### config.mk
export PLATFORM = sky130hd
export DESIGN_NAME = axi_read_router
export DESIGN_NICKNAME = d
export VERILOG_FILES = /design/src/rtl/axi_read_router_pkg.sv /design/src/rtl/axi_read_router_rr_arbiter2.sv /design/src/rtl/axi_read_router.sv
export SDC_FILE = /design/constraint.sdc
export NUM_CORES = 1
export LEC_CHECK = 0
export CELL_PAD_IN_SITES_DETAIL_PLACEMENT = 0
export CELL_PAD_IN_SITES_GLOBAL_PLACEMENT = 2
export CORE_AREA = 2 2 207 209
export CTS_BUF_LIST = sky130_fd_sc_hd__clkbuf_4 sky130_fd_sc_hd__clkbuf_8
export CTS_CLUSTER_DIAMETER = 100
export DETAILED_ROUTE_END_ITERATION = 16
export DIE_AREA = 0 0 209 211
export PLACE_DENSITY_LB_ADDON = 0.1
export SYNTH_ARGS = -nofsm -noshare
export SYNTH_HDL_FRONTEND = slang
export SYNTH_HIERARCHICAL = 1
export SYNTH_SLANG_ARGS = --single-unit
### constraint.sdc
create_clock -name ACLK -period 1.65 [get_ports ACLK]
set_input_delay 0.4125 -clock ACLK [delete_from_list [all_inputs] [get_ports ACLK]]
set_output_delay 0.4125 -clock ACLK [all_outputs]
set_load 0.01 [all_outputs]
### src/rtl/axi_read_router_pkg.sv
// Shared types and address-decode constants for the AXI read router.
// Slave select values double as the slave index used by the R/AR muxes.
package axi_read_router_pkg;

    typedef enum logic [1:0] {
        IDLE = 2'd0,
        ADDR = 2'd1,
        DATA = 2'd2
    } state_e;

    typedef enum logic [1:0] {
        SEL_S0 = 2'd0,
        SEL_S1 = 2'd1,
        SEL_S2 = 2'd2,
        SEL_SD = 2'd3
    } sel_e;

    localparam logic [15:0] DEC_S0 = 16'h0000;
    localparam logic [15:0] DEC_S1 = 16'h0001;
    localparam logic [15:0] DEC_S2 = 16'h0002;

endpackage

### src/rtl/axi_read_router_rr_arbiter2.sv
// Two-request round-robin arbiter: a single priority bit that flips whenever
// a granted burst completes. The grant is combinational; the caller registers it.
module rr_arbiter2 (
    input  logic       ACLK,
    input  logic       ARESETn,
    input  logic [1:0] req_i,
    input  logic       update_i,
    output logic       gnt_o
);

    logic prio_q;

    always_ff @(posedge ACLK) begin
        if (!ARESETn) begin
            prio_q <= 1'b0;
        end else if (update_i) begin
            prio_q <= ~prio_q;
        end
    end

    // A lone requester wins outright; a tie goes to the priority holder.
    assign gnt_o = (req_i[0] & req_i[1]) ? prio_q : req_i[1];

endmodule

### src/rtl/axi_read_router.sv
// Two-master, four-slave AXI read router with one transaction in flight.
// Grant and slave select are frozen from IDLE exit until the RLAST handshake.
//
// state | meaning
// IDLE  | no transaction; all outputs inactive, arbitrate and decode
// ADDR  | AR beat forwarded to selected slave, waiting for handshake
// DATA  | R beats routed back to granted master until RLAST handshake
module axi_read_router
    import axi_read_router_pkg::*;
#(
    parameter int ID_BITS   = 4,
    parameter int IDS_BITS  = 8,
    parameter int ADDR_BITS = 32,
    parameter int DATA_BITS = 32
) (
    input  logic                 ACLK,
    input  logic                 ARESETn,

    input  logic [ID_BITS-1:0]   ARID_M0,
    input  logic [ADDR_BITS-1:0] ARADDR_M0,
    input  logic [3:0]           ARLEN_M0,
    input  logic [2:0]           ARSIZE_M0,
    input  logic [1:0]           ARBURST_M0,
    input  logic                 ARVALID_M0,
    output logic                 ARREADY_M0,
    output logic [ID_BITS-1:0]   RID_M0,
    output logic [DATA_BITS-1:0] RDATA_M0,
    output logic [1:0]           RRESP_M0,
    output logic                 RLAST_M0,
    output logic                 RVALID_M0,
    input  logic                 RREADY_M0,

    input  logic [ID_BITS-1:0]   ARID_M1,
    input  logic [ADDR_BITS-1:0] ARADDR_M1,
    input  logic [3:0]           ARLEN_M1,
    input  logic [2:0]           ARSIZE_M1,
    input  logic [1:0]           ARBURST_M1,
    input  logic                 ARVALID_M1,
    output logic                 ARREADY_M1,
    output logic [ID_BITS-1:0]   RID_M1,
    output logic [DATA_BITS-1:0] RDATA_M1,
    output logic [1:0]           RRESP_M1,
    output logic                 RLAST_M1,
    output logic                 RVALID_M1,
    input  logic                 RREADY_M1,

    output logic [IDS_BITS-1:0]  ARID_S0,
    output logic [ADDR_BITS-1:0] ARADDR_S0,
    output logic [3:0]           ARLEN_S0,
    output logic [2:0]           ARSIZE_S0,
    output logic [1:0]           ARBURST_S0,
    output logic                 ARVALID_S0,
    input  logic                 ARREADY_S0,
    input  logic [IDS_BITS-1:0]  RID_S0,
    input  logic [DATA_BITS-1:0] RDATA_S0,
    input  logic [1:0]           RRESP_S0,
    input  logic                 RLAST_S0,
    input  logic                 RVALID_S0,
    output logic                 RREADY_S0,

    output logic [IDS_BITS-1:0]  ARID_S1,
    output logic [ADDR_BITS-1:0] ARADDR_S1,
    output logic [3:0]           ARLEN_S1,
    output logic [2:0]           ARSIZE_S1,
    output logic [1:0]           ARBURST_S1,
    output logic                 ARVALID_S1,
    input  logic                 ARREADY_S1,
    input  logic [IDS_BITS-1:0]  RID_S1,
    input  logic [DATA_BITS-1:0] RDATA_S1,
    input  logic [1:0]           RRESP_S1,
    input  logic                 RLAST_S1,
    input  logic                 RVALID_S1,
    output logic                 RREADY_S1,

    output logic [IDS_BITS-1:0]  ARID_S2,
    output logic [ADDR_BITS-1:0] ARADDR_S2,
    output logic [3:0]           ARLEN_S2,
    output logic [2:0]           ARSIZE_S2,
    output logic [1:0]           ARBURST_S2,
    output logic                 ARVALID_S2,
    input  logic                 ARREADY_S2,
    input  logic [IDS_BITS-1:0]  RID_S2,
    input  logic [DATA_BITS-1:0] RDATA_S2,
    input  logic [1:0]           RRESP_S2,
    input  logic                 RLAST_S2,
    input  logic                 RVALID_S2,
    output logic                 RREADY_S2,

    output logic [IDS_BITS-1:0]  ARID_SD,
    output logic [3:0]           ARLEN_SD,
    output logic                 ARVALID_SD,
    input  logic                 ARREADY_SD,
    input  logic [IDS_BITS-1:0]  RID_SD,
    input  logic [DATA_BITS-1:0] RDATA_SD,
    input  logic [1:0]           RRESP_SD,
    input  logic                 RLAST_SD,
    input  logic                 RVALID_SD,
    output logic                 RREADY_SD
);

    localparam int PAD_BITS = IDS_BITS - ID_BITS - 1;

    function automatic sel_e decode(input logic [15:0] page);
        case (page)
            DEC_S0:  decode = SEL_S0;
            DEC_S1:  decode = SEL_S1;
            DEC_S2:  decode = SEL_S2;
            default: decode = SEL_SD;
        endcase
    endfunction

    state_e state_q;
    logic   grant_q;
    sel_e   sel_q;

    logic                 arb_gnt;
    logic                 r_done;
    logic                 ar_hs;
    logic                 in_addr, in_data;
    logic [15:0]          arb_page;

    logic [ID_BITS-1:0]   g_arid;
    logic [IDS_BITS-1:0]  g_arid_s;
    logic [ADDR_BITS-1:0] g_araddr;
    logic [3:0]           g_arlen;
    logic [2:0]           g_arsize;
    logic [1:0]           g_arburst;
    logic                 g_arvalid;
    logic                 g_rready;

    logic                 sl_arready;
    logic                 sl_rvalid;
    logic [ID_BITS-1:0]   sl_rid;
    logic [DATA_BITS-1:0] sl_rdata;
    logic [1:0]           sl_rresp;
    logic                 sl_rlast;

    logic ar_s0, ar_s1, ar_s2, ar_sd;
    logic r_s0, r_s1, r_s2, r_sd;
    logic r_m0, r_m1;

    // Upper slave-side ID bits carry our own grant index; they are not returned.
    logic unused_rid_hi;
    assign unused_rid_hi = ^{RID_S0[IDS_BITS-1:ID_BITS], RID_S1[IDS_BITS-1:ID_BITS],
                             RID_S2[IDS_BITS-1:ID_BITS], RID_SD[IDS_BITS-1:ID_BITS]};

    rr_arbiter2 u_arb (
        .ACLK     (ACLK),
        .ARESETn  (ARESETn),
        .req_i    ({ARVALID_M1, ARVALID_M0}),
        .update_i (r_done),
        .gnt_o    (arb_gnt)
    );

    assign arb_page = arb_gnt ? ARADDR_M1[ADDR_BITS-1 -: 16] : ARADDR_M0[ADDR_BITS-1 -: 16];

    always_ff @(posedge ACLK) begin
        if (!ARESETn) begin
            state_q <= IDLE;
            grant_q <= 1'b0;
            sel_q   <= SEL_S0;
        end else begin
            case (state_q)
                IDLE: begin
                    if (ARVALID_M0 || ARVALID_M1) begin
                        grant_q <= arb_gnt;
                        sel_q   <= decode(arb_page);
                        state_q <= ADDR;
                    end
                end
                ADDR: if (ar_hs) state_q <= DATA;
                DATA: if (r_done) state_q <= IDLE;
                default: state_q <= IDLE;
            endcase
        end
    end

    assign g_arid    = grant_q ? ARID_M1    : ARID_M0;
    assign g_araddr  = grant_q ? ARADDR_M1  : ARADDR_M0;
    assign g_arlen   = grant_q ? ARLEN_M1   : ARLEN_M0;
    assign g_arsize  = grant_q ? ARSIZE_M1  : ARSIZE_M0;
    assign g_arburst = grant_q ? ARBURST_M1 : ARBURST_M0;
    assign g_arvalid = grant_q ? ARVALID_M1 : ARVALID_M0;
    assign g_rready  = grant_q ? RREADY_M1  : RREADY_M0;
    assign g_arid_s  = {{PAD_BITS{1'b0}}, grant_q, g_arid};

    always_comb begin
        sl_arready = 1'b0;
        sl_rvalid  = 1'b0;
        sl_rid     = '0;
        sl_rdata   = '0;
        sl_rresp   = '0;
        sl_rlast   = 1'b0;
        case (sel_q)
            SEL_S0: begin
                sl_arready = ARREADY_S0; sl_rvalid = RVALID_S0; sl_rid = RID_S0[ID_BITS-1:0];
                sl_rdata = RDATA_S0; sl_rresp = RRESP_S0; sl_rlast = RLAST_S0;
            end
            SEL_S1: begin
                sl_arready = ARREADY_S1; sl_rvalid = RVALID_S1; sl_rid = RID_S1[ID_BITS-1:0];
                sl_rdata = RDATA_S1; sl_rresp = RRESP_S1; sl_rlast = RLAST_S1;
            end
            SEL_S2: begin
                sl_arready = ARREADY_S2; sl_rvalid = RVALID_S2; sl_rid = RID_S2[ID_BITS-1:0];
                sl_rdata = RDATA_S2; sl_rresp = RRESP_S2; sl_rlast = RLAST_S2;
            end
            default: begin
                sl_arready = ARREADY_SD; sl_rvalid = RVALID_SD; sl_rid = RID_SD[ID_BITS-1:0];
                sl_rdata = RDATA_SD; sl_rresp = RRESP_SD; sl_rlast = RLAST_SD;
            end
        endcase
    end

    assign in_addr = (state_q == ADDR);
    assign in_data = (state_q == DATA);
    assign ar_hs   = in_addr & g_arvalid & sl_arready;
    assign r_done  = in_data & sl_rvalid & g_rready & sl_rlast;

    assign ar_s0 = in_addr & (sel_q == SEL_S0);
    assign ar_s1 = in_addr & (sel_q == SEL_S1);
    assign ar_s2 = in_addr & (sel_q == SEL_S2);
    assign ar_sd = in_addr & (sel_q == SEL_SD);
    assign r_s0  = in_data & (sel_q == SEL_S0);
    assign r_s1  = in_data & (sel_q == SEL_S1);
    assign r_s2  = in_data & (sel_q == SEL_S2);
    assign r_sd  = in_data & (sel_q == SEL_SD);
    assign r_m0  = in_data & ~grant_q;
    assign r_m1  = in_data &  grant_q;

    assign ARVALID_S0 = ar_s0 & g_arvalid;
    assign ARID_S0    = ar_s0 ? g_arid_s  : '0;
    assign ARADDR_S0  = ar_s0 ? g_araddr  : '0;
    assign ARLEN_S0   = ar_s0 ? g_arlen   : '0;
    assign ARSIZE_S0  = ar_s0 ? g_arsize  : '0;
    assign ARBURST_S0 = ar_s0 ? g_arburst : '0;

    assign ARVALID_S1 = ar_s1 & g_arvalid;
    assign ARID_S1    = ar_s1 ? g_arid_s  : '0;
    assign ARADDR_S1  = ar_s1 ? g_araddr  : '0;
    assign ARLEN_S1   = ar_s1 ? g_arlen   : '0;
    assign ARSIZE_S1  = ar_s1 ? g_arsize  : '0;
    assign ARBURST_S1 = ar_s1 ? g_arburst : '0;

    assign ARVALID_S2 = ar_s2 & g_arvalid;
    assign ARID_S2    = ar_s2 ? g_arid_s  : '0;
    assign ARADDR_S2  = ar_s2 ? g_araddr  : '0;
    assign ARLEN_S2   = ar_s2 ? g_arlen   : '0;
    assign ARSIZE_S2  = ar_s2 ? g_arsize  : '0;
    assign ARBURST_S2 = ar_s2 ? g_arburst : '0;

    assign ARVALID_SD = ar_sd & g_arvalid;
    assign ARID_SD    = ar_sd ? g_arid_s : '0;
    assign ARLEN_SD   = ar_sd ? g_arlen  : '0;

    assign ARREADY_M0 = in_addr & ~grant_q & sl_arready;
    assign ARREADY_M1 = in_addr &  grant_q & sl_arready;

    assign RVALID_M0 = r_m0 & sl_rvalid;
    assign RID_M0    = r_m0 ? sl_rid   : '0;
    assign RDATA_M0  = r_m0 ? sl_rdata : '0;
    assign RRESP_M0  = r_m0 ? sl_rresp : '0;
    assign RLAST_M0  = r_m0 & sl_rlast;

    assign RVALID_M1 = r_m1 & sl_rvalid;
    assign RID_M1    = r_m1 ? sl_rid   : '0;
    assign RDATA_M1  = r_m1 ? sl_rdata : '0;
    assign RRESP_M1  = r_m1 ? sl_rresp : '0;
    assign RLAST_M1  = r_m1 & sl_rlast;

    assign RREADY_S0 = r_s0 & g_rready;
    assign RREADY_S1 = r_s1 & g_rready;
    assign RREADY_S2 = r_s2 & g_rready;
    assign RREADY_SD = r_sd & g_rready;

endmodule

==> results of run 1 <==
[cells in the final DEF, fill, tap and decap left out, types with 4 or more instances in the layout]
cell / n
mux2i_2: 4
conb_1: 12
mux2i_4: 31
and3_1: 4
nor2_4: 100
mux4_2: 41
buf_2: 63
clkdlybuf4s50_1: 252
nor2_1: 25
buf_16: 10
and3_4: 76
nor2_2: 33
buf_8: 17
buf_12: 49
mux2i_1: 14
buf_6: 271
buf_4: 94
[flip-flops by register name, indices dropped and copies added (netlist names)]
signal        flops
grant_q           1
sel_q             2
state_q           2
u_arb/prio_q      1
[logic make-up after synthesis]
logic type | Yosys count | share of synthesized area [%]
DFF | 6 | 3.69
and+or+nand+nor | 266 | 38.5
AOI/OAI and AO/OA | 9 | 1.61
other | 1 | 0.115
buffers and inverters | 64 | 11.5
muxes | 91 | 44.3
xor gates and xnor gates | 1 | 0.269
[power groups by stage]
| stage | Combinational, W | Sequential [W] | Clock (W) |
|---|---|---|---|
| floorplan | 0.00124 | 0.000168 | 0 |
| global placement | 0.00297 | 0.000197 | 0 |
| detailed placement | 0.00294 | 0.000197 | 0 |
| CTS | 0.00408 | 0.000181 | 0.000261 |
| global route | 0.00489 | 0.000186 | 0.000267 |
| finish | 0.00461 | 0.000183 | 0.000253 |
[layer usage]
layer | up-vias | track usage (%) | part of all wire (%)
met2 | 307 | 28.0 | 54
met4 | 0 | 1.16 | 0.38
met1 | 3008 | 15.3 | 36
li1 | 3000 | - | -
met5 | - | 0 | 0
met3 | 6 | 5.56 | 9.8
[final cells by class]
class | count | area (um2) | area share [%]
multi-input combinational | 379 | 4560 | 33.3
timing repair buffer | 765 | 8240 | 60.2
clock buffer | 4 | 48.8 | 0.357
antenna | 3 | 7.51 | 0.0549
inverter | 2 | 20.0 | 0.146
tap | 539 | 674 | 4.93
sequential | 6 | 131 | 0.960
[critical path: stages (launching register included)]
cell,delay (ps)
dfxtp_4,400
buf_12,140
buf_12,110
buf_12,100
mux4_2,530
buf_6,140
and3_4,170
buf_6,110
[path summary, 6_finish.rpt]
kind / end / start / cells past startpoint / slack [ps]
worst max-delay path: RDATA_M1[23] / sel_q[0] / 7 / -700
worst min-delay path: u_arb/prio_q / u_arb/prio_q / 2 / 600
worst max register to register: u_arb/prio_q / sel_q[0] / 10 / -380
worst min register to register: u_arb/prio_q / u_arb/prio_q / 2 / 600
[cell usage after synthesis, types with 2 or more instances]
cell type / instances / area share (%)
buf_2: 23 / 3.5
inv_1: 2 / 0.23
nand4_1: 2 / 0.38
nor4_1: 5 / 0.96
a31oi_1: 2 / 0.38
buf_12: 3 / 1.8
nor2_1: 158 / 18
buf_4: 13 / 3.0
nor3b_1: 2 / 0.46
mux4_1: 5 / 4.0
o21ai_0: 3 / 0.46
mux2i_1: 49 / 15
and3_1: 80 / 15
nand2_1: 6 / 0.69
nand3b_1: 2 / 0.46
nor3_1: 4 / 0.61
nor2b_1: 3 / 0.58
mux4_2: 36 / 25
clkbuf_1: 21 / 2.4
dfxtp_1: 6 / 3.7
[timing repair]
action	4_1_cts	5_1_grt
gates cloned	14	4
resized for setup	1279	398
pin swaps	93	80
hold endpoints to repair	0	0
setup buffers	118	52
setup endpoints to repair	241	242
[per-stage QoR]
stage | utilization (%) | setup TNS (ps) | std cells
after detailed placement | 24.3 | -150270 | 1529
final | 32.8 | -115560 | 1698
after floorplan | - | -11600 | 449
after global routing | 32.7 | -129680 | 1697
after CTS | 28.6 | -128050 | 1661
after global placement | 24.3 | -152200 | 1529
==> impl_metrics.csv, run 1 <==
group,metric,value,unit
logic_synthesis,ys_types,33,
power,p_leak,5.58,nW
floorplan,num_rows,75,
power,power_frac_comb,91.4,%
power,sw_frac_of_total,37.8,%
logic_synthesis,synthArstFlopShare,0,%
sta,hold_viol,0,
sta,timing.final.ws_setup,-696,ps
logic_synthesis,syn-cell-area,0.00326,mm2
clock_tree,hold_buffers,0,
floorplan,initial_core_util,7.80,%
worst_setup_path,crit_type,"flop to output pin",
place,place_ws,-972,ps
sta,drv_slew,0,
clock_tree,clock_latency,230,ps
grt,grt_overflow,0,
clock_tree,h-tree-depth,1,
finish,fin_area,0.0137,mm2
drt,detail_route.wl_per_cell,20.3,um
power,powerDensity,369,mW/mm2
grt,grt_max_degree,34,
clock_tree,cts_made_buffers,3,
logic_synthesis,ys.warnings.count,6,
place,place_hpwl,25600,um
drt,vias,6321,
floorplan,die-area,0.0441,mm2
run,maxCapViolations,0,
power,vdd_drop_max,0.226,mV
sta,finalSetupViolations,239,
power,p_switching,0.00191,W
drt,drc,0,
floorplan,die_width,209,um
grt,grt_pass1_wl,46900,um
finish,nFillCells,4345,
finish,final_net_count,1433,
grt,antenna_found_initial,5,
drt,vias_per_cell,3.72,
clock_tree,path_clk_slew,40,ps
power,finalPower,0.00504,W
place,portBuffers,496,
logic_synthesis,seq_area_frac_synth,3.69,%
floorplan,boundaryPins,525,
clock_tree,clock-sinks,6,
clock_tree,root_buffer,"clkbuf_8",
finish,drive_gt1_share,71.0,%
power,p_int,0.00313,W
sta,hold-worst-slack,602,ps
power,clkPwrFrac,5.0,%
sta,skew,5.12,ps
status,outcome,"complete, but fails checks",
status,violations,"setup timing",
place,gp_congestion,0.737,
logic_synthesis,ys_dominant_reg_cell,"dfxtp_1",
worst_setup_path,crit_fanout,4,
min_path,hp-class,"flop to flop",
floorplan,core,0.0418,mm2
logic_synthesis,synth_cells,438,
clock_tree,tritoncts,"done",
sta,fin_crit_sh,142,%
place,placed_area,0.0101,mm2
logic_synthesis,ys_seq_elements,6,
finish,syn_to_final_growth,320,%
drt,first_iter_violations,89,
worst_setup_path,critPathArrivalTime,1930,ps
worst_setup_path,crit_path_start_kind,"flop",
drt,dr.pass1.iters,4,
logic_synthesis,syn_avg_cell_area,7.44,um2
sta,max_freq,426,MHz
floorplan,die_y,211,um
logic_synthesis,synth_edf_count,0,
grt,track_usage,14.5,%
clock_tree,clockBufferDepth,2,
worst_setup_path,required,1240,ps
grt,grt_pass1_vias,6800,
sta,rsz0062_at_grt,"yes",
drt,wl,34400,um
drt,ant_nets,0,
sta,period_needed,2350,ps
power,seqPwrFrac,3.6,%
worst_setup_path,crit_path_end_kind,"output pin",
Power figures use the tool's default switching activity.
==> run 2: changes to the inputs <==
- SKIP_LAST_GASP: unset -> 1
==> impl_metrics.csv, run 2 (synthesized netlist as in run 1, its figures left out) <==
group,metric,value,unit
worst_setup_path,crit_type,"flop to output pin",
sta,finalSetupViolations,239,
clock_tree,h-tree-depth,1,
clock_tree,tritoncts,"done",
sta,period_needed,2350,ps
status,outcome,"complete, but fails checks",
sta,max_freq,426,MHz
sta,fin_crit_sh,142,%
worst_setup_path,crit_top_cell,"buf_12",
drt,ant_nets,0,
worst_setup_path,required,1240,ps
finish,final_net_count,1432,
drt,detail_route.wl_per_cell,20.3,um
grt,grt_max_degree,34,
drt,dr_wl_met3,3450,um
run,maxCapViolations,0,
worst_setup_path,cp_slowest_stage_delay,530,ps
floorplan,die-area,0.0441,mm2
place,place_hpwl,25600,um
floorplan,initial_core_util,7.80,%
finish,largest_registers,"sel_q (2), state_q (2)",
worst_setup_path,critPathTopFamily,"buffers and inverters",
drt,dr.max_layer_used,"met5",
sta,setup_tns,-114620,ps
worst_setup_path,critPathArrivalTime,1930,ps
sta,timing.final.ws_setup,-697,ps
finish,syn_to_final_growth,318,%
clock_tree,clock-sinks,6,
sta,rsz0062_at_grt,"yes",
drt,vias_per_cell,3.72,
power,p_leak,5.55,nW
drt,wl,34400,um
sta,hold_viol,0,
clock_tree,clock_latency,230,ps
clock_tree,path_clk_slew,40,ps
power,vdd_drop_max,0.226,mV
drt,vias,6310,
floorplan,die_y,211,um
worst_setup_path,crit_fanout,4,
place,gp_congestion,0.737,
drt,wl_met2,18700,um
place,place_ws,-972,ps
status,violations,"setup timing",
worst_setup_path,cp.buffers_inverters,5,
grt,grt_overflow,0,
floorplan,num_rows,75,
grt,track_usage,14.5,%
finish,mostFrequentLayoutCells,"267 x buf_6, 252 x clkdlybuf4s50_1, 99 x nor2_4",
floorplan,core,0.0418,mm2
sta,skew,3.82,ps
worst_setup_path,crit_path_start_kind,"flop",
floorplan,boundaryPins,525,
power,powerDensity,368,mW/mm2
worst_setup_path,path_cells,"buf_12, buf_12, buf_12, mux4_2, buf_6, and3_4, buf_6",
finish,mostFrequentLayoutCell,"buf_6",
clock_tree,clockBufferDepth,2,
clock_tree,cts_made_buffers,3,
finish,fin_area,0.0136,mm2
worst_setup_path,slowest_stage,"mux4_2",
drt,first_iter_violations,101,
sta,drv_slew,0,
grt,grt_pass1_wl,46900,um
finish,drive_gt1_share,71.1,%
clock_tree,root_buffer,"clkbuf_8",
grt,grt_pass1_vias,6780,
min_path,hp-class,"flop to flop",
place,placed_area,0.0101,mm2
drt,wirelength_met1,12000,um
clock_tree,hold_buffers,0,
drt,dr.pass1.iters,4,
grt,antenna_found_initial,5,
drt,drc,0,
place,portBuffers,496,
floorplan,die_width,209,um
worst_setup_path,crit_path_end_kind,"output pin",
-- run 2: path summary, 6_finish.rpt --
check	slack [ps]	cells after the start	endpoint	start
max	-700	7	RDATA_M1[23]	sel_q[0]
min	600	2	u_arb/prio_q	u_arb/prio_q
min reg2reg	600	2	u_arb/prio_q	u_arb/prio_q
max reg2reg	-380	10	u_arb/prio_q	sel_q[0]
-- run 2: layout make-up --
type                       instances  area, um2
timing repair buffer             764       8170
tap                              539        674
multi-input combinational        379       4570
antenna                            3       7.51
sequential                         6        131
clock buffer                       4       48.8
inverter                           2       20.0
fill                            4344      28100
-- run 2: per-stage QoR --
step / power [W] / utilization, % / hold slack (ps) / std cells
4_1_cts: 0.00449 / 28.4 / 605 / 1661
3_5_place_dp: 0.00314 / 24.3 / 591 / 1529
3_3_place_gp: 0.00317 / 24.3 / 587 / 1529
2_1_floorplan: 0.00140 / - / 534 / 449
5_1_grt: 0.00531 / 32.6 / 624 / 1696
6_report: 0.00501 / 32.6 / 603 / 1697
-- run 2: worst min-delay path, cell delays in order (launching register included) --
cell     delay [ps]
dfxtp_1         340
xor2_1           70
and2_1          140
-- run 2: metal layers --
layer | track usage (%) | vias up
met5 | 0 | -
met3 | 5.66 | 8
met2 | 28.0 | 305
met1 | 15.2 | 2995
met4 | 1.16 | 2
li1 | - | 3000
-- run 2: what timing repair did --
item / in CTS / in global routing
setup endpoints to repair: 241 / 242
cloned: 14 / 4
buffers inserted: 118 / 51
resized for setup: 1248 / 425
pin swaps: 93 / 72
-- run 2: power breakdown --
group	internal (W)	switching [W]	leakage, nW
Sequential	0.000162	0.0000218	0.0512
Combinational	0.00277	0.00181	5.47
Clock	0.000183	0.0000699	0.0262
Total	0.00311	0.00190	5.55
